===== config.mk =====
export PLATFORM = sky130hd
export DESIGN_NAME = nm_pkt_rx
export DESIGN_NICKNAME = d
export VERILOG_FILES = /design/src/rtl/nm_pkt_rx.sv
export SDC_FILE = /design/constraint.sdc
export NUM_CORES = 1
export LEC_CHECK = 0
export ABC_AREA = 1
export CORE_UTILIZATION = 50
export DETAILED_ROUTE_END_ITERATION = 6
export PLACE_DENSITY = 0.82
export SLEW_MARGIN = 20
export SYNTH_ARGS = -nofsm -noshare
export SYNTH_HDL_FRONTEND = slang
export SYNTH_SLANG_ARGS = --single-unit

===== constraint.sdc =====
create_clock -name clk -period 4.6 [get_ports clk]
set_clock_uncertainty 0.05 [all_clocks]
set_input_delay 0.69 -clock clk [delete_from_list [all_inputs] [get_ports clk]]
set_output_delay 0.69 -clock clk [all_outputs]
set_load 0.02 [all_outputs]

===== src/rtl/nm_pkt_rx.sv =====
// Serial packet receiver for the NM model return channel.
// Grants a transmission, hunts for sync, then checks the CRC-8 over type/hdr/payload.
module nm_pkt_rx #(
    parameter int CLKS_PER_BIT = 10,
    parameter int TIMEOUT_BITS = 64
) (
    input  logic        clk,
    input  logic        rst,
    input  logic        enable,
    input  logic        tx_rdy,
    output logic        tx_ok,
    input  logic        din,
    output logic        pkt_valid,
    output logic        pkt_type,
    output logic [1:0]  pkt_hdr,
    output logic [31:0] pkt_payload,
    output logic        crc_err,
    output logic        sync_err,
    output logic        timeout_err,
    output logic        busy
);

    localparam int TMO_CYCLES = TIMEOUT_BITS * CLKS_PER_BIT;
    localparam int TW = $clog2(TMO_CYCLES + 1);
    localparam int BW = (CLKS_PER_BIT > 1) ? $clog2(CLKS_PER_BIT) : 1;

    localparam logic [TW-1:0] TMO_LAST = TW'(TMO_CYCLES);
    localparam logic [TW-1:0] TMO_PRE  = TW'(TMO_CYCLES - 1);
    localparam logic [TW-1:0] TMO_ONE  = TW'(1);
    localparam logic [BW-1:0] BIT_LAST = BW'(CLKS_PER_BIT - 1);
    localparam logic [BW-1:0] BIT_MID  = BW'(CLKS_PER_BIT / 2);
    localparam logic [BW-1:0] BIT_ONE  = BW'(1);
    localparam logic [7:0]    CRC_SEED = 8'h88;
    localparam logic [7:0]    CRC_POLY = 8'h4D;

    typedef enum logic [2:0] {
        S_IDLE  = 3'd0,
        S_GRANT = 3'd1,
        S_HUNT  = 3'd2,
        S_SYNC  = 3'd3,
        S_DATA  = 3'd4,
        S_CRC   = 3'd5,
        S_DONE  = 3'd6
    } state_t;

    function automatic logic [7:0] crc8_step(input logic [7:0] crc, input logic bit_in);
        logic fb;
        fb = crc[7] ^ bit_in;
        return {crc[6:0], 1'b0} ^ (fb ? CRC_POLY : 8'h00);
    endfunction

    state_t        r_state;
    state_t        w_next_state;
    logic          r_din_q;
    logic [BW-1:0] r_bit_tmr;
    logic [5:0]    r_idx;
    logic [TW-1:0] r_tmo_cnt;
    logic [34:0]   r_shift;
    logic [7:0]    r_crc;
    logic [7:0]    r_rx_crc;

    logic          r_tx_ok;
    logic          r_pkt_valid;
    logic          r_pkt_type;
    logic [1:0]    r_pkt_hdr;
    logic [31:0]   r_pkt_payload;
    logic          r_crc_err;
    logic          r_sync_err;
    logic          r_timeout_err;
    logic          r_busy;

    logic          w_edge;
    logic          w_sample;
    logic          w_sync_exp;
    logic          w_sync_bad;
    logic          w_crc_ok;
    logic          w_tmo_hit;
    logic          w_tmo_pre;
    logic          w_tx_ok_nx;
    logic          w_busy_nx;
    logic          w_tmo_err_nx;
    logic          w_sync_err_nx;
    logic          w_done_nx;
    logic          w_valid_nx;
    logic          w_crc_err_nx;

    assign w_edge     = din & ~r_din_q;
    assign w_sample   = (r_bit_tmr == BIT_MID);
    assign w_sync_exp = ~r_idx[0];
    assign w_sync_bad = (din != w_sync_exp);
    assign w_crc_ok   = ({r_rx_crc[6:0], din} == r_crc);
    assign w_tmo_hit  = (r_tmo_cnt == TMO_LAST);
    assign w_tmo_pre  = (r_tmo_cnt == TMO_PRE);

    // State register
    always_ff @(posedge clk) begin
        if (rst) begin
            r_state <= S_IDLE;
        end else begin
            r_state <= w_next_state;
        end
    end

    // Next-state logic; a low enable aborts from anywhere
    always_comb begin
        w_next_state = r_state;
        if (!enable) begin
            w_next_state = S_IDLE;
        end else begin
            case (r_state)
                S_IDLE:  w_next_state = tx_rdy ? S_GRANT : S_IDLE;
                S_GRANT: w_next_state = S_HUNT;
                S_HUNT: begin
                    if (w_tmo_hit) begin
                        w_next_state = S_IDLE;
                    end else if (w_edge) begin
                        w_next_state = S_SYNC;
                    end else begin
                        w_next_state = S_HUNT;
                    end
                end
                S_SYNC: begin
                    if (w_sample && w_sync_bad) begin
                        w_next_state = S_IDLE;
                    end else if (w_sample && (r_idx == 6'd4)) begin
                        w_next_state = S_DATA;
                    end else begin
                        w_next_state = S_SYNC;
                    end
                end
                S_DATA:  w_next_state = (w_sample && (r_idx == 6'd34)) ? S_CRC : S_DATA;
                S_CRC:   w_next_state = (w_sample && (r_idx == 6'd7)) ? S_DONE : S_CRC;
                S_DONE:  w_next_state = S_IDLE;
                default: w_next_state = S_IDLE;
            endcase
        end
    end

    // Output decode: pulses are computed a cycle ahead so every output comes from a flop
    always_comb begin
        w_tx_ok_nx    = (w_next_state == S_GRANT);
        w_busy_nx     = (w_next_state != S_IDLE);
        w_tmo_err_nx  = enable && (r_state == S_HUNT) && w_tmo_pre && !w_edge;
        w_sync_err_nx = enable && (r_state == S_SYNC) && w_sample && w_sync_bad;
        w_done_nx     = enable && (r_state == S_CRC) && w_sample && (r_idx == 6'd7);
        w_valid_nx    = w_done_nx && w_crc_ok;
        w_crc_err_nx  = w_done_nx && !w_crc_ok;
    end

    // Datapath: bit timer, indices, shift registers, CRC and registered outputs
    always_ff @(posedge clk) begin
        if (rst) begin
            r_din_q       <= 1'b0;
            r_bit_tmr     <= '0;
            r_idx         <= 6'd0;
            r_tmo_cnt     <= '0;
            r_shift       <= 35'd0;
            r_crc         <= 8'h00;
            r_rx_crc      <= 8'h00;
            r_tx_ok       <= 1'b0;
            r_pkt_valid   <= 1'b0;
            r_pkt_type    <= 1'b0;
            r_pkt_hdr     <= 2'd0;
            r_pkt_payload <= 32'd0;
            r_crc_err     <= 1'b0;
            r_sync_err    <= 1'b0;
            r_timeout_err <= 1'b0;
            r_busy        <= 1'b0;
        end else begin
            r_din_q       <= din;
            r_tx_ok       <= w_tx_ok_nx;
            r_busy        <= w_busy_nx;
            r_timeout_err <= w_tmo_err_nx;
            r_sync_err    <= w_sync_err_nx;
            r_pkt_valid   <= w_valid_nx;
            r_crc_err     <= w_crc_err_nx;

            if (w_valid_nx) begin
                r_pkt_type    <= r_shift[34];
                r_pkt_hdr     <= r_shift[33:32];
                r_pkt_payload <= r_shift[31:0];
            end

            if (r_state == S_HUNT) begin
                r_tmo_cnt <= w_tmo_hit ? r_tmo_cnt : r_tmo_cnt + TMO_ONE;
            end else begin
                r_tmo_cnt <= '0;
            end

            // The timer runs free across SYNC/DATA/CRC so the mid-bit phase set by the sync edge is kept
            if ((r_state == S_SYNC) || (r_state == S_DATA) || (r_state == S_CRC)) begin
                r_bit_tmr <= (r_bit_tmr == BIT_LAST) ? '0 : r_bit_tmr + BIT_ONE;
            end else begin
                r_bit_tmr <= '0;
            end

            case (r_state)
                S_SYNC: begin
                    if (w_sample) begin
                        r_idx <= (r_idx == 6'd4) ? 6'd0 : r_idx + 6'd1;
                        if (r_idx == 6'd4) begin
                            r_crc <= CRC_SEED;
                        end
                    end
                end
                S_DATA: begin
                    if (w_sample) begin
                        r_idx   <= (r_idx == 6'd34) ? 6'd0 : r_idx + 6'd1;
                        r_shift <= {r_shift[33:0], din};
                        r_crc   <= crc8_step(r_crc, din);
                    end
                end
                S_CRC: begin
                    if (w_sample) begin
                        r_idx    <= r_idx + 6'd1;
                        r_rx_crc <= {r_rx_crc[6:0], din};
                    end
                end
                default: begin
                    r_idx <= 6'd0;
                end
            endcase
        end
    end

    assign tx_ok       = r_tx_ok;
    assign pkt_valid   = r_pkt_valid;
    assign pkt_type    = r_pkt_type;
    assign pkt_hdr     = r_pkt_hdr;
    assign pkt_payload = r_pkt_payload;
    assign crc_err     = r_crc_err;
    assign sync_err    = r_sync_err;
    assign timeout_err = r_timeout_err;
    assign busy        = r_busy;

endmodule


==> impl_metrics.py, run 1 <==
metrics = {
    "timing": {
        "drv_slew": 0,
        "final-setup-viol-count": 0,
        "fmaxAchievable_mhz": 383.2,
        "tns_ns": 0,
        "fin_crit_ns": 2.609,
        "relSlewSlack_pct": 32.33,
        "layout_worst_path_cycle_share_pct": 56.73,
        "whs_ns": 0.4167,
        "rsz0062_at_grt": "false",
        "hold_viol": 0,
        "tightest_slew_ns": 1.014,
    },
    "synth": {
        "synthesis.instances": 667,
        "synthFlopType": "dfxtp_1",
        "synthDistinctLibCells": 31,
        "yosysWarnings": 0,
        "synth_area_leaders": "dfxtp_1 47%, a21oi_1 9.6%, nor2_1 7.7%",
        "ys_seq_area_share_pct": 46.51,
        "synth-edff-count": 0,
        "avgSynthCellArea_um2": 7.421,
        "yosysTopAreaCellShare_pct": 46.51,
        "syn_area_mm2": 0.004950,
        "yosysTopAreaCell": "dfxtp_1",
        "synth-seq-cells": 115,
        "synth_async_sr_flop_share_pct": 0,
        "synth_most_common_cell": "dfxtp_1",
        "synth_common_cells": "115 x dfxtp_1, 102 x nor2_1, 95 x a21oi_1",
        "synth.net_count": 679,
    },
    "critical_path": {
        "path_delay_family": "simple AND/OR/NAND/NOR gates",
        "reg2reg_from": "r_rx_crc[2]",
        "ff2ff_path_depth": 10,
        "cp_max_fo": 41,
        "required_ns": 4.97,
        "crit_slowest_cell": "nor2_4",
        "critPathArrivalTime_ns": 2.98,
        "criticalPathCategory": "primary input to flop",
        "crit_chain": "clkdlybuf4s50_1 > xor2_1 > nor2_1 > nand2_1 > nor2_4 > buf_4 > nand3_1 > nand2_1 > nor2_1",
        "worst_path_largest_cell_delay_ns": 0.66,
        "crit_cells": 9,
        "worst_setup_path_end_kind": "flop",
        "cp-start-kind": "primary input",
        "path_buf_inv": 2,
        "startpoint": "din",
    },
    "detailed_routing": {
        "drt_first_pass_iters": 5,
        "drt-vias-per-instance": 5.181,
        "postRouteAntennaNets": 0,
        "vias": 4378,
        "dr.first_iter.drc_count": 211,
        "drt-wirelength-per-cell_um": 12.42,
        "drt_wl_total_mm": 10.50,
        "remaining_drc_errors": 0,
    },
    "worst_hold_path": {
        "hold_path_class": "flop to flop",
        "min_from": "r_bit_tmr[0]",
        "hold_depth": 1,
    },
    "placed_design": {
        "port_buffers": 45,
        "gp_congestion": 0.9096,
        "dp_cells": 813,
        "hpwl_mm": 6.491,
    },
    "pwr": {
        "ir_worst_vdd_v": 0.0002552,
        "total_power_mw": 2.228,
        "pwr_density_cell_mw_per_mm2": 376.0,
        "power.leakage_nw": 2.317,
    },
    "layout": {
        "seqCellArea_mm2": 0.002302,
        "drive_gt1_share_pct": 7.123,
        "stdcell_count": 845,
        "multi_input_area_mm2": 0.002161,
        "antenna_cells": 0,
        "area_growth_pct": 19.69,
        "num-nets-final": 715,
        "nFillCells": 787,
    },
    "floorplan": {
        "num_io_pins": 46,
        "initial_utilization_pct": 52.57,
        "die_y_um": 101.5,
        "die-area_mm2": 0.01030,
        "die_w_um": 101.5,
        "core_mm2": 0.009415,
        "rows": 35,
    },
    "clock_network": {
        "cts-htree-levels": 4,
        "post-cts-setup-buffers": 0,
        "cts_sinks": 115,
        "clockBufferDepth": 2,
        "cts_tree": "built",
        "cts-resized-gates": 0,
        "cts_root_buf": "clkbuf_8",
        "clk_latency_ns": 0.52,
        "ctsHoldBuffers": 0,
        "clk_pin_slew_ns": 0.06,
        "cts_buffers": 17,
    },
    "global_routing": {
        "grt.overflow.total": 0,
        "antenna_found_initial": 0,
        "grt_pass1_wl_mm": 17.42,
        "grt_pass1_vias": 4064,
        "grt_max_degree": 75,
        "grt_use_total_pct": 21.65,
    },
    "job": {
        "cap_viol_max_count": 0,
    },
    "run_status": {
        "outcome": "completed",
    },
}
[kinds of logic after synthesis]
group | count (synthesis) | synth area share (%)
simple gates | 270 | 23.69
compound gates | 157 | 16.28
flops | 115 | 46.51
buf+inv | 108 | 9.985
xor+xnor | 10 | 1.770
fa+ha+maj | 7 | 1.769
[final cells by class]
class	instances	area share (%)
Multi-Input combinational cell	444	36.47
Timing Repair Buffer	48	7.983
Clock inverter	15	2.091
Tap cell	129	2.724
Inverter	77	4.879
Clock buffer	17	6.990
Sequential cell	115	38.86
[per-stage QoR]
| stage | utilization (%) | area (um2) | setup WS, ns |
|---|---|---|---|
| finish | 62.92 | 5924 | 1.991 |
| global route | 62.92 | 5924 | 1.795 |
| global placement | 57.21 | 5386 | 1.541 |
| CTS | 62.92 | 5924 | 2.001 |
| floorplan | - | 4950 | 2.903 |
| detailed placement | 57.21 | 5386 | 1.474 |
[path summary, 6_finish.rpt]
path	endpoint	slack, ns
hold reg to reg	r_bit_tmr[0]	0.42
hold / removal	r_bit_tmr[0]	0.42
setup reg to reg	pkt_payload[25]	2.25
setup / recovery	pkt_payload[25]	1.99
[cells in the final DEF, fill, tap and decap left out, types with 2 or more instances in the layout]
cell             Yosys  routed
clkbuf_16            0      16
inv_6                0       5
nor2_2               2       2
xor2_1               8       8
inv_1               74      73
nand4_1              2       2
clkdlybuf4s50_1      0      45
clkinv_4             0       5
nor2_1             102     101
xnor2_1              2       2
dfxtp_1            115     115
nor2_4               3       4
nor3_1               5       5
nand2_1             91      91
nand3_1             61      61
inv_2                2       3
clkinvlp_4           0       2
a21oi_1             95      95
o21ai_1             15      15
a21oi_2              2       2
o21ai_0             42      42
ha_1                 7       7
clkinv_2             0       2
buf_4                3       3
[flip-flops by register name, indices dropped and copies added (netlist names)]
register / count
pkt_hdr: 2
r_rx_crc: 7
pkt_type: 1
r_tmo_cnt: 10
crc_err: 1
r_din_q: 1
r_state: 3
r_crc: 8
r_shift: 35
sync_err: 1
pkt_valid: 1
pkt_payload: 32
r_bit_tmr: 4
busy: 1
tx_ok: 1
timeout_err: 1
r_idx: 6
[metal layers]
metal,vias to the layer above,global-route usage [%],part of all wire (%)
met4,0,10.26,1.9
met2,145,36.32,48
met3,20,6.487,5.6
met1,1968,25.38,45
li1,2245,-,-
met5,-,0,0
[worst reg2reg max path, stage by stage (launching register included)]
cell,delay [ns]
dfxtp_1,0.40
nand2_1,0.08
clkinv_1,0.05
nor2_1,0.03
nor2_1,0.11
nand2_1,0.11
nor2_4,0.69
buf_4,0.44
nand3_1,0.15
nand2_1,0.10
nor2_1,0.04
[power by group]
group	total (mW)	switching (mW)	internal [mW]
Combinational	0.0543	0.0382	0.0161
Clock	1.17	0.501	0.673
Sequential	1.00	0.00121	0.998
No activity file was read; power rests on OpenSTA's default activity.
==> inputs of run 2 (changes only) <==
- PLACE_DENSITY: 0.82 -> 0.85
- clock period: 4.6 -> 2.38 ns (I/O delays scaled with it)
==> impl_metrics.py, run 2 (same netlist as run 1, synthesis figures left out) <==
metrics = {
    "detailed_routing": {
        "vias": 4354,
        "drt_first_pass_iters": 5,
        "remaining_drc_errors": 0,
        "dr.first_iter.drc_count": 270,
        "drt-wirelength-per-cell_um": 12.35,
        "postRouteAntennaNets": 0,
        "drt-vias-per-instance": 5.122,
        "drt_wl_total_mm": 10.50,
    },
    "worst_hold_path": {
        "worstHoldEndpoint": "r_shift[31]",
        "hold_depth": 2,
        "min_from": "r_shift[30]",
        "hold_path_class": "flop to flop",
    },
    "timing": {
        "fmaxAchievable_mhz": 517.2,
        "drv_slew": 0,
        "fin_crit_ns": 1.934,
        "tightest_slew_ns": 0.6096,
        "relSlewSlack_pct": 58.93,
        "layout_worst_path_cycle_share_pct": 81.24,
        "final.setup.worst_slack_ns": 0.4464,
        "final-setup-viol-count": 0,
        "hold_viol": 0,
        "tns_ns": 0,
        "rsz0062_at_grt": "false",
    },
    "clock_network": {
        "clk_latency_ns": 0.52,
        "cts_tree": "built",
        "clockBufferDepth": 2,
        "cts-htree-levels": 4,
        "cts-resized-gates": 0,
        "ctsHoldBuffers": 0,
        "cts_buffers": 17,
        "clk_pin_slew_ns": 0.06,
        "post-cts-setup-buffers": 0,
        "cts_sinks": 115,
        "cts_root_buf": "clkbuf_8",
    },
    "critical_path": {
        "criticalPathCategory": "flop to output port",
        "worst_path_largest_cell_delay_ns": 0.63,
        "path_delay_family": "buffers and inverters",
        "cp-start-kind": "flop",
        "reg2reg_from": "r_idx[1]",
        "path_buf_inv": 1,
        "r2r_slack_ns": 0.46,
        "required_ns": 1.97,
        "critPathArrivalTime_ns": 1.53,
        "crit_chain": "clkdlybuf4s50_1",
        "cp_max_fo": 2,
        "r2r-end": "pkt_payload[2]",
        "startpoint": "pkt_payload[3]",
        "crit_slowest_cell": "clkdlybuf4s50_1",
        "ff2ff_path_depth": 9,
        "worst_setup_path_end_kind": "output port",
    },
    "global_routing": {
        "grt.overflow.total": 0,
        "grt_use_total_pct": 22.20,
        "antenna_found_initial": 0,
        "grt_pass1_wl_mm": 17.82,
        "grt_pass1_vias": 4105,
        "grt_max_degree": 73,
    },
    "pwr": {
        "p_int_mw": 3.311,
        "pwr_density_cell_mw_per_mm2": 720.1,
        "switching_share_pct": 23.59,
        "power_switching_mw": 1.022,
        "clock_power_share_pct": 52.7,
        "pwr-share-comb_pct": 2.7,
        "power.leakage_nw": 2.346,
        "total_power_mw": 4.334,
        "ir_worst_vdd_v": 0.0007696,
        "pwr-share-seq_pct": 44.6,
    },
    "layout": {
        "final_cell_mix": "115 x dfxtp_1, 101 x nor2_1, 95 x a21oi_1, 91 x nand2_1, 73 x inv_1",
        "area_growth_pct": 21.59,
        "finalInstanceArea_mm2": 0.006018,
        "antenna_cells": 0,
        "num-nets-final": 720,
        "drive_gt1_share_pct": 7.767,
        "largest-register": "r_shift",
        "layout_commonest_cell": "dfxtp_1",
        "largest_register_ffs": 35,
    },
    "placed_design": {
        "dpl_worst_slack_ns": 0.3404,
        "hpwl_mm": 6.553,
        "gp_congestion": 0.8559,
        "dpl_cell_area_mm2": 0.005474,
        "port_buffers": 45,
    },
    "floorplan": {
        "die-area_mm2": 0.01030,
        "rows": 35,
        "core_mm2": 0.009415,
        "num_io_pins": 46,
        "die_y_um": 101.5,
        "die_w_um": 101.5,
        "initial_utilization_pct": 52.57,
    },
    "job": {
        "cap_viol_max_count": 0,
    },
    "run_status": {
        "outcome": "completed",
    },
}
run 2: cell count changes in the layout (fill, tap and decap cells not counted):
cell        delta
clkbuf_8       +2
inv_8          -1
clkinv_2       -1
buf_12         +4
clkinvlp_4     +4
inv_6          -3
buf_4          +1
clkinv_4       -1
run 2: cell type report:
class	count	area, um2
tap	129	161.4
sequential	115	2302
clock inverter	13	102.6
fill	777	3397
timing repair buffer	53	560.5
inverter	77	289.0
clock buffer	19	441.7
multi-input combinational	444	2161
run 2: how the worst max path moves through the flow:
stage                           end  slack, ns  cells past startpoint
floorplan           pkt_payload[10]       0.80                      9
global placement     pkt_payload[8]       0.37                      9
detailed placement   pkt_payload[2]       0.34                      9
CTS                  pkt_payload[3]       0.43                      1
global route         pkt_payload[3]       0.27                      9
finish               pkt_payload[3]       0.45                      1
run 2: layer usage:
metal  global-route usage [%]  up-vias  part of all wire (%)
li1                         -     2242                     -
met1                    26.06     1966                    45
met2                    38.25      129                    49
met3                    6.625       17                   4.8
met4                    8.361        0                   1.5
met5                        0        -                     0
run 2: power by group through the flow:
stage	combinational, mW	clock [mW]	sequential (mW)
6_report	0.117	2.28	1.93
5_1_grt	0.130	2.41	1.93
4_1_cts	0.116	2.31	1.93
3_5_place_dp	0.116	0	1.97
3_3_place_gp	0.113	0	1.97
2_1_floorplan	0.0778	0	1.98
run 2: metrics by stage:
| step | std cells | util (%) | hold slack [ns] |
|---|---|---|---|
| 2_1_floorplan | 667 | - | 0.3837 |
| 3_3_place_gp | 818 | 58.14 | 0.3941 |
| 3_5_place_dp | 818 | 58.14 | 0.4111 |
| 4_1_cts | 850 | 63.92 | 0.4189 |
| 5_1_grt | 850 | 63.92 | 0.4399 |
| 6_report | 850 | 63.92 | 0.4153 |
